`config.mk`:
```
export PLATFORM = sky130hd
export DESIGN_NAME = tdc_fifo_scheduler
export DESIGN_NICKNAME = d
export VERILOG_FILES = /design/src/rtl/tdc_fifo_scheduler.sv
export SDC_FILE = /design/constraint.sdc
export NUM_CORES = 1
export LEC_CHECK = 0
export CORE_ASPECT_RATIO = 0.9
export CORE_MARGIN = 5
export CORE_UTILIZATION = 44
export DETAILED_ROUTE_END_ITERATION = 8
export PLACE_DENSITY = 0.95
export SLEW_MARGIN = 0
export SYNTH_ARGS = -nofsm -noshare
export SYNTH_HDL_FRONTEND = slang
export SYNTH_SLANG_ARGS = --single-unit
```
`constraint.sdc`:
```
create_clock -name clk -period 5.2 [get_ports clk]
set_clock_uncertainty 0.15 [all_clocks]
set_input_delay 1.04 -clock clk [delete_from_list [all_inputs] [get_ports clk]]
set_output_delay 1.04 -clock clk [all_outputs]
set_load 0.01 [all_outputs]
```
`src/rtl/tdc_fifo_scheduler.sv`:
```
// Round-robin arbiter with per-grant burst quota that feeds the event FIFO write port
// from several TDC channels, and flushes and counts events from disabled channels.
module tdc_fifo_scheduler #(
  parameter int NUMBER_CHANNEL   = 2,
  parameter int FIFO_DATA_LENGTH = 68,
  parameter int BURST_MAX        = 4,
  parameter int DROP_CNT_WIDTH   = 16
) (
  input  logic                                       clk,
  input  logic                                       reset,
  input  logic [NUMBER_CHANNEL-1:0]                  req_valid,
  input  logic [NUMBER_CHANNEL*FIFO_DATA_LENGTH-1:0] req_data,
  input  logic [NUMBER_CHANNEL-1:0]                  enable_mask,
  input  logic                                       fifo_full,
  input  logic                                       clear_drops,
  output logic [NUMBER_CHANNEL-1:0]                  req_ack,
  output logic [FIFO_DATA_LENGTH-1:0]                o_data,
  output logic                                       write,
  output logic [NUMBER_CHANNEL-1:0]                  sel_onehot,
  output logic [NUMBER_CHANNEL*DROP_CNT_WIDTH-1:0]   drop_count
);

  localparam int N  = NUMBER_CHANNEL;
  localparam int W  = FIFO_DATA_LENGTH;
  localparam int DW = DROP_CNT_WIDTH;
  localparam int PW = (N > 1) ? $clog2(N) : 1;
  localparam int BW = $clog2(BURST_MAX + 1);

  typedef enum logic {DECIDE, XFER} state_t;

  state_t         state_reg, state_next;
  logic [PW-1:0]  ptr_reg, ptr_next;
  logic [PW-1:0]  last_reg, last_next;
  logic [BW-1:0]  burst_reg, burst_next;
  logic [W-1:0]   o_data_reg, o_data_next;
  logic           write_reg, write_next;
  logic [N-1:0]   ack_reg, ack_next;
  logic [N-1:0]   sel_reg, sel_next;

  logic [N-1:0]   eligible, flush, grant_onehot;
  logic [PW-1:0]  grant, grant_hi, grant_lo;
  logic           found_hi, found_lo;
  logic [BW-1:0]  new_burst;
  logic [W-1:0]   grant_data;

  always_comb begin
    // A channel whose ack is high this cycle still shows its consumed event; ignore it.
    eligible = req_valid & enable_mask & ~ack_reg;
    flush    = req_valid & ~enable_mask & ~ack_reg;

    found_hi = 1'b0;
    found_lo = 1'b0;
    grant_hi = '0;
    grant_lo = '0;
    for (int i = N - 1; i >= 0; i--) begin
      if (eligible[i]) begin
        grant_lo = PW'(i);
        found_lo = 1'b1;
        if (PW'(i) >= ptr_reg) begin
          grant_hi = PW'(i);
          found_hi = 1'b1;
        end
      end
    end
    grant = found_hi ? grant_hi : grant_lo;

    grant_onehot = '0;
    grant_data   = '0;
    for (int i = 0; i < N; i++) begin
      if (PW'(i) == grant) begin
        grant_onehot[i] = 1'b1;
        grant_data      = req_data[i*W +: W];
      end
    end

    new_burst = (grant == last_reg) ? burst_reg + BW'(1) : BW'(1);

    state_next  = state_reg;
    ptr_next    = ptr_reg;
    last_next   = last_reg;
    burst_next  = burst_reg;
    o_data_next = o_data_reg;
    write_next  = 1'b0;
    ack_next    = flush;
    sel_next    = '0;

    case (state_reg)
      DECIDE: begin
        if (!fifo_full && found_lo) begin
          write_next  = 1'b1;
          ack_next    = flush | grant_onehot;
          sel_next    = grant_onehot;
          o_data_next = grant_data;
          last_next   = grant;
          state_next  = XFER;
          if (new_burst >= BW'(BURST_MAX)) begin
            ptr_next   = (grant == PW'(N - 1)) ? '0 : grant + PW'(1);
            burst_next = '0;
          end else begin
            ptr_next   = grant;
            burst_next = new_burst;
          end
        end
      end
      XFER: state_next = DECIDE;
      default: state_next = DECIDE;
    endcase
  end

  always_ff @(posedge clk) begin
    if (reset) begin
      state_reg  <= DECIDE;
      ptr_reg    <= '0;
      last_reg   <= '0;
      burst_reg  <= '0;
      o_data_reg <= '0;
      write_reg  <= 1'b0;
      ack_reg    <= '0;
      sel_reg    <= '0;
    end else begin
      state_reg  <= state_next;
      ptr_reg    <= ptr_next;
      last_reg   <= last_next;
      burst_reg  <= burst_next;
      o_data_reg <= o_data_next;
      write_reg  <= write_next;
      ack_reg    <= ack_next;
      sel_reg    <= sel_next;
    end
  end

  genvar gi;
  generate
    for (gi = 0; gi < N; gi++) begin : g_drop
      logic [DW-1:0] cnt_reg;
      always_ff @(posedge clk) begin
        if (reset || clear_drops) begin
          cnt_reg <= '0;
        end else if (flush[gi] && (cnt_reg != {DW{1'b1}})) begin
          cnt_reg <= cnt_reg + DW'(1);
        end
      end
      assign drop_count[gi*DW +: DW] = cnt_reg;
    end
  endgenerate

  assign o_data     = o_data_reg;
  assign write      = write_reg;
  assign req_ack    = ack_reg;
  assign sel_onehot = sel_reg;

endmodule
```
==> results of run 1 <==
==> layout by cell type (no fill, tap or decap), types with 2 or more instances in the layout <==
cell	synthesis	final
a21oi_1	22	22
or3_1	13	13
o21ai_0	12	12
nor3b_1	3	3
mux2i_1	4	4
nand4_1	16	16
clkbuf_1	38	2
nor2_1	79	79
and4_1	5	5
xnor2_1	2	2
diode_2	0	2
nor4_1	4	4
or4_1	9	9
clkbuf_8	0	3
nand2_1	155	155
dfxtp_1	110	110
buf_4	0	8
nor3_1	5	5
o31ai_1	10	10
o211ai_1	3	3
nor4_2	2	2
clkbuf_16	0	9
inv_1	8	8
clkdlybuf4s50_1	0	247
a311oi_1	68	68
a211oi_1	6	5
and3_1	7	7
ha_1	3	3
nand3b_1	2	2
nand3_1	13	13
==> worst paths after layout <==
check                                 end  slack, ns                  start  cells after the start
setup reg to reg  o_data[59]$_SDFFE_PP0P_       2.46  req_ack[0]$_SDFF_PP0_                      5
hold reg to reg     last_reg$_SDFFE_PP0P_       0.34  last_reg$_SDFFE_PP0P_                      2
hold / removal      last_reg$_SDFFE_PP0P_       0.34  last_reg$_SDFFE_PP0P_                      2
setup / recovery  o_data[59]$_SDFFE_PP0P_       1.66         enable_mask[0]                      6
==> cells by family (layout without fill, tap and decap cells) <==
kind of cell / count (synthesis) / in the layout
buffers and inverters: 56 / 281
xor gates and xnor gates: 2 / 2
DFF: 110 / 110
adders and majority gates: 3 / 3
and+or+nand+nor: 320 / 320
AOI/OAI and AO/OA: 132 / 132
muxes: 4 / 4
other: 0 / 2
==> power breakdown <==
part / internal (W) / leakage, nW / switching [W]
sequential: 0.000887 / 0.898 / 0.0000247
combinational: 0.000221 / 1.67 / 0.000170
clock: 0.000415 / 0.153 / 0.000302
==> worst reg2reg max path, stage by stage, from the launching register on <==
cell and delay [ns]:
dfxtp_1 0.33, nand3b_1 0.35, a211oi_4 0.99, buf_4 0.43, nor2_1 0.08, a311oi_1 0.31
==> per-layer routing <==
layer	vias to the layer above	routed length [um]
met5	-	0
met1	2558	6371
met2	238	8217
met3	40	1526
met4	0	596
li1	2720	-
==> stage by stage <==
stage	instance area [um^2]	util	setup WS, ns	cells
final	7869	0.7189	1.656	1006
after global routing	7869	0.7189	1.485	1006
after CTS	7864	0.7185	1.645	1004
after detailed placement	7551	0.6899	1.306	988
after global placement	7551	0.6899	1.446	988
after floorplan	4970	-	2.554	627
==> area by class of cell <==
type | instances | area [um^2] | share of cell area
clock inverter | 2 | 38.79 | 0.004929
inverter | 8 | 30.03 | 0.003816
multi-input combinational | 461 | 2571 | 0.3268
timing repair buffer | 257 | 2557 | 0.3250
clock buffer | 14 | 274.0 | 0.03482
tap | 152 | 190.2 | 0.02417
antenna | 2 | 5.005 | 0.0006360
sequential | 110 | 2202 | 0.2799
==> metrics.md, run 1 <==
| Metric | Value |
|---|---|
| Final setup violation count | `0` |
| Synth Area in Adders | `0.007553` |
| Final TNS setup | `0 ns` |
| Starting Density | `0.4540` |
| Final max-slew violation count | `0` |
| # resized after CTS | `0` |
| Crit-path leading delay family | `compound AO/OA/AOI/OAI gates` |
| Post-synthesis cell type count | `44` |
| Fillers | `830` |
| Initial antenna violation count | `2` |
| Max FFs per register | `68` |
| Clk_lat worst skew | `about 0.34 ns` |
| Hold Crit Class | `reg -> reg` |
| Gp weighted congestion | `roughly 0.88` |
| Drt initial violations | `389` |
| Max clock buf depth | `2` |
| Outcome | `finished, final reports clean` |
| Most common cell in the synthesized netlist | `nand2_1` |
| PwrDens | `256.7 mW/mm^2` |
| GRT Util Overall | `0.2350` |
| Critical Path AT | `3.62 ns` |
| H-tree lvl count | `3` |
| Slowest CP cell | `a211oi_4` |
| Vias in the first global route | `about 5k` |
| Cells after synthesis | `627` |
| Max_slew headroom | `0.2852` |
| Die Y | `110.8 um` |
| Wire length per cell | `16.61 um` |
| Post-Synth Simple-Gate Area | `0.2928` |
| Syn avg cell area | `7.926 um^2` |
| Clock slew at reported path FFs | `about 0.07 ns` |
| Worst path bufs/invs | `2` |
| CTS sink cnt | `110` |
| Hold Buf Count CTS | `0` |
| WS Path Type | `in -> reg` |
| Design Power | `roughly 0.0020 W` |
| Vias | `5,556` |
| Ys flop type | `dfxtp_1` |
| Tmin final | `3.544 ns` |
| Met3 usage | `0.07959` |
| DRC Markers | `0` |
| CP Max Fanout | `26` |
| Max Clock Freq | `282.2 MHz` |
| Layout area overhead | `58.33%` |
| Final period util | `0.6816` |
| DRT Pass-1 Iters | `5` |
| Syn. warnings | `0` |
| Detail Route Antenna Nets | `0` |
| Main combinational cell family by area after synthesis | `simple AND/OR/NAND/NOR gates` |
| Complex-gate fraction of the synthesized area | `0.2004` |
| Global-route met2 utilization | `0.3965` |
| Hold Violations, Final | `0` |
| Root buffer cell | `clkbuf_16` |
| Cell Area, Synth | `just under 0.005 mm^2` |
| Xor and xnor area share after synthesis | `0.003525` |
| Max-cap violations | `0` |
| Worst hold margin | `around 0.34 ns` |
| Multiplexer area fraction after synthesis | `0.008056` |
| Met1 Use GR | `0.2639` |
| Synthesized Nets | `a little under 800` |
| Critical Path Source Type | `input port` |
| Share of the synthesized area in the top cell type | `0.4431` |
| GRT overflow | `0` |
| Synth top area cells | `dfxtp_1 44%, a311oi_1 12%, nand2_1 12%` |
| Via/cell ratio | `5.523` |
| I/O pin count | `about 250` |
| TritonCTS clock tree | `yes` |
| CP endpoint kind | `flip-flop` |
| HPWL Detailed | `between 10,000 and 15,000 um` |
| Die area | `0.01352 mm^2` |
| Num rows | `36` |
| FF+latch count, synth | `110` |
| Worst Max-Slew Pin Slew | `1.069 ns` |
| GR peak layer | `met2` |
| Post-synthesis sequential area ratio | `0.4431` |
| Worst vdd ir | `roughly 0.21 mV` |
| Crit-path cells | `clkdlybuf4s50_1, nand3b_1, a211oi_4, buf_4, nor2_1, a311oi_1` |
| Final WL | `16,710 um` |
| Area leader, netlist | `dfxtp_1` |
| Number of enable flip-flop cells after synthesis | `0` |
| Post-synth top cells | `155 x nand2_1, 110 x dfxtp_1, 79 x nor2_1` |
| TritonCTS Buffers | `9` |
| IO buf count | `248` |
| RSZ-0062 raised after global routing | `no` |
| Critical Path RT | `around 5.3 ns` |
| Die width | `122.0 um` |
| Ys async rst share | `0` |
| Max stage delay on crit path | `0.98 ns` |
| Pin count of the biggest net entering global routing | `78` |
| Share of cells above drive strength 1 | `0.03756` |
| First-pass GRT wire length | `roughly 25,000 um` |
| Post-CTS Setup Bufs | `0` |
| LEAKAGE | `2.722 nW` |
| Layout Nets | `994` |
| Core box area | `0.01095 mm^2` |
Power figures use the tool's default switching activity.
==> inputs of run 2 (changes only) <==
--- a/config.mk
+++ b/config.mk
@@ -7,9 +7,9 @@
 export LEC_CHECK = 0
 export CORE_ASPECT_RATIO = 0.9
 export CORE_MARGIN = 5
-export CORE_UTILIZATION = 44
+export CORE_UTILIZATION = 40
 export DETAILED_ROUTE_END_ITERATION = 8
-export PLACE_DENSITY = 0.95
+export PLACE_DENSITY = 0.89
 export SLEW_MARGIN = 0
 export SYNTH_ARGS = -nofsm -noshare
 export SYNTH_HDL_FRONTEND = slang
==> constraint.sdc (replaced) <==
create_clock -name clk -period 3.3 [get_ports clk]
set_clock_uncertainty 0.15 [all_clocks]
set_input_delay 0.66 -clock clk [delete_from_list [all_inputs] [get_ports clk]]
set_output_delay 0.66 -clock clk [all_outputs]
set_load 0.01 [all_outputs]
==> run 2 against run 1 <==
Clock power rose by 47%. Hold slack improved by 0.0037 ns. Core utilization fell by 6.8 points. Flip-flop and latch count did not move. Critical path depth did not move. Non-clock buffer count rose by 1. Design area rose by 0.22%. Die area rose by 9.1%. Register-to-register slack got worse by 1.3 ns. Critical path type unchanged. Highest routed layer unchanged.
==> metrics.md, run 2 (synthesis gave the netlist of run 1 again) <==
| Metric | Value |
|---|---|
| Max stage delay on crit path | `0.52 ns (-0.46 ns)` |
| Via/cell ratio | `5.405 (-2.1%)` |
| Clock network fraction of design power | `0.338 (-0.017)` |
| DRC Markers | `0 (unchanged)` |
| Root buffer cell | `clkbuf_16` |
| Drt initial violations | `456 (+17%)` |
| IO buf count | `248 (unchanged)` |
| TritonCTS clock tree | `yes` |
| Critical Path AT | `2.72 ns (-0.90 ns)` |
| Commonest non-fill, non-tap cells in the layout | `247 x clkdlybuf4s50_1, 155 x nand2_1, 110 x dfxtp_1` |
| Worst Max-Slew Pin Slew | `0.8254 ns (-0.2433 ns)` |
| GRT overflow | `0 (unchanged)` |
| Max_slew headroom | `0.4447 (+0.1594)` |
| Internal power | `0.002348 W (+54%)` |
| Clock slew at reported path FFs | `0.07 ns (about the same)` |
| Instance count on the critical path | `6 (unchanged)` |
| Worst path bufs/invs | `2 (unchanged)` |
| H-tree lvl count | `3 (unchanged)` |
| Critical Path RT | `3.39 ns (-1.89 ns)` |
| # resized after CTS | `0 (unchanged)` |
| Sw Pwr | `0.0007553 W (+52%)` |
| Final TNS setup | `0 ns (unchanged)` |
| Vias | `5,464 (-1.7%)` |
| Final setup violation count | `0 (unchanged)` |
| Hold Buf Count CTS | `0 (unchanged)` |
| Crit-path cells | `clkdlybuf4s50_1, nand3b_1, a211oi_4, buf_12, nor2_1, a311oi_1` |
| Hold Violations, Final | `0 (unchanged)` |
| DRT Pass-1 Iters | `5 (unchanged)` |
| Max Clock Freq | `380.4 MHz` |
| Switching Fraction | `0.2434 (-0.002403)` |
| First-pass GRT wire length | `25,540 um (+0.30%)` |
| Layout area overhead | `58.69%` |
| Gp weighted congestion | `0.9291 (+5.6%)` |
| Pin count of the biggest net entering global routing | `141 (+81%)` |
| Slowest CP cell | `clkdlybuf4s50_1` |
| Reg2reg path depth | `5 (unchanged)` |
| Cell count after placement | `997 (+0.91%)` |
| Die width | `127.5 um (+4.5%)` |
| RSZ-0062 raised after global routing | `no` |
| Final period util | `0.7967` |
| Comb pwr share | `0.198 (+0.004)` |
| Post-Place Cell Area | `0.007606 mm^2 (+0.73%)` |
| Max-cap violations | `0 (unchanged)` |
| CP endpoint kind | `flip-flop` |
| I/O pin count | `249 (unchanged)` |
| Clk_lat worst skew | `0.34 ns (about the same)` |
| Outcome | `finished, final reports clean` |
| Critical Path Source Type | `input port` |
| Final WL | `16,300 um (-2.5%)` |
| Final max-slew violation count | `0 (unchanged)` |
| Die area | `0.01476 mm^2 (+9.1%)` |
| Die Y | `115.7 um (+4.4%)` |
| Share of power burned in registers | `0.463 (+0.011)` |
| Core box area | `0.01212 mm^2 (+11%)` |
| Share of cells above drive strength 1 | `0.03647 (-0.001088)` |
| Max clock buf depth | `2 (unchanged)` |
| WS Path Type | `in -> reg` |
| CP Max Fanout | `140 (+440%)` |
| HPWL Detailed | `12,080 um (-2.1%)` |
| Post-CTS Setup Bufs | `0 (unchanged)` |
| Worst vdd ir | `0.2338 mV (+12%)` |
| Hold Crit Class | `reg -> reg` |
| Commonest non-fill, non-tap cell in the layout | `clkdlybuf4s50_1` |
| Post-route cell area | `0.007886 mm^2 (+0.22%)` |
| Vias in the first global route | `5,121 (+1.6%)` |
| Non-Filler Instances | `1,011 (+0.50%)` |
| Fillers | `1,017 (+23%)` |
| Starting Density | `0.4099 (-0.04414)` |
| Initial antenna violation count | `0 (-2)` |
| LEAKAGE | `2.723 nW (about the same)` |
| Max FFs per register | `68 (unchanged)` |
| Wire length per cell | `16.12 um (-3.0%)` |
| Tmin final | `2.629 ns` |
| PwrDens | `393.5 mW/mm^2 (+53%)` |
| Layout Nets | `995 (+0.10%)` |
| TritonCTS Buffers | `9 (unchanged)` |
| GRT Util Overall | `0.2133 (-0.02170)` |
| Hold depth | `2 (unchanged)` |
| Num rows | `38 (+5.6%)` |
| Detail Route Antenna Nets | `0 (unchanged)` |
| CTS sink cnt | `110 (unchanged)` |
| Crit-path leading delay family | `buffers and inverters` |
run 2: layout make-up:
cell class | count | area [um^2] | share of cell area
antenna | 1 | 2.502 | 0.0003173
clock buffer | 11 | 242.7 | 0.03078
clock inverter | 2 | 35.03 | 0.004442
inverter | 8 | 30.03 | 0.003808
multi-input combinational | 461 | 2571 | 0.3260
sequential | 110 | 2202 | 0.2792
tap | 160 | 200.2 | 0.02538
timing repair buffer | 258 | 2603 | 0.3300
run 2: per-layer routing:
metal / GRT usage / vias to the layer above / share of wire
met2: 0.3665 / 227 / 0.49
met3: 0.08018 / 28 / 0.10
met4: 0.07005 / 0 / 0.022
met5: 0 / - / 0
met1: 0.2470 / 2494 / 0.38
li1: - / 2715 / -
run 2: power by group through the flow:
| stage | Clock [W] | Combinational, W | Sequential [W] |
|---|---|---|---|
| after floorplan | 0 | 0.000214 | 0.00150 |
| after global placement | 0 | 0.000611 | 0.00147 |
| after detailed placement | 0 | 0.000618 | 0.00147 |
| after CTS | 0.00109 | 0.000622 | 0.00144 |
| after global routing | 0.00114 | 0.000671 | 0.00145 |
| final | 0.00105 | 0.000615 | 0.00144 |
run 2: path summary, 6_finish.rpt:
| path | from | endpoint | slack, ns |
|---|---|---|---|
| worst max register to register | req_ack[0]$_SDFF_PP0_ | o_data[10]$_SDFFE_PP0P_ | 1.12 |
| worst min-delay path | last_reg$_SDFFE_PP0P_ | last_reg$_SDFFE_PP0P_ | 0.34 |
| worst min register to register | last_reg$_SDFFE_PP0P_ | last_reg$_SDFFE_PP0P_ | 0.34 |
| worst max-delay path | enable_mask[0] | o_data[10]$_SDFFE_PP0P_ | 0.67 |
run 2: through the flow:
| stage | hold WS, ns | total power [W] | setup WS [ns] | util |
|---|---|---|---|---|
| after floorplan | 0.3122 | 0.001710 | 1.034 | - |
| after global placement | 0.3257 | 0.002077 | 0.4561 | 0.6273 |
| after detailed placement | 0.3334 | 0.002088 | 0.3614 | 0.6273 |
| after CTS | 0.3437 | 0.003149 | 0.7167 | 0.6503 |
| after global routing | 0.3702 | 0.003254 | 0.4995 | 0.6503 |
| final | 0.3446 | 0.003103 | 0.6709 | 0.6505 |
run 2: worst reg2reg max path: stages, from the launching register on:
cell and delay (ns):
dfxtp_1 0.33, nand3b_1 0.36, a211oi_4 0.36, buf_12 0.45
nor2_1 0.17, a311oi_1 0.27
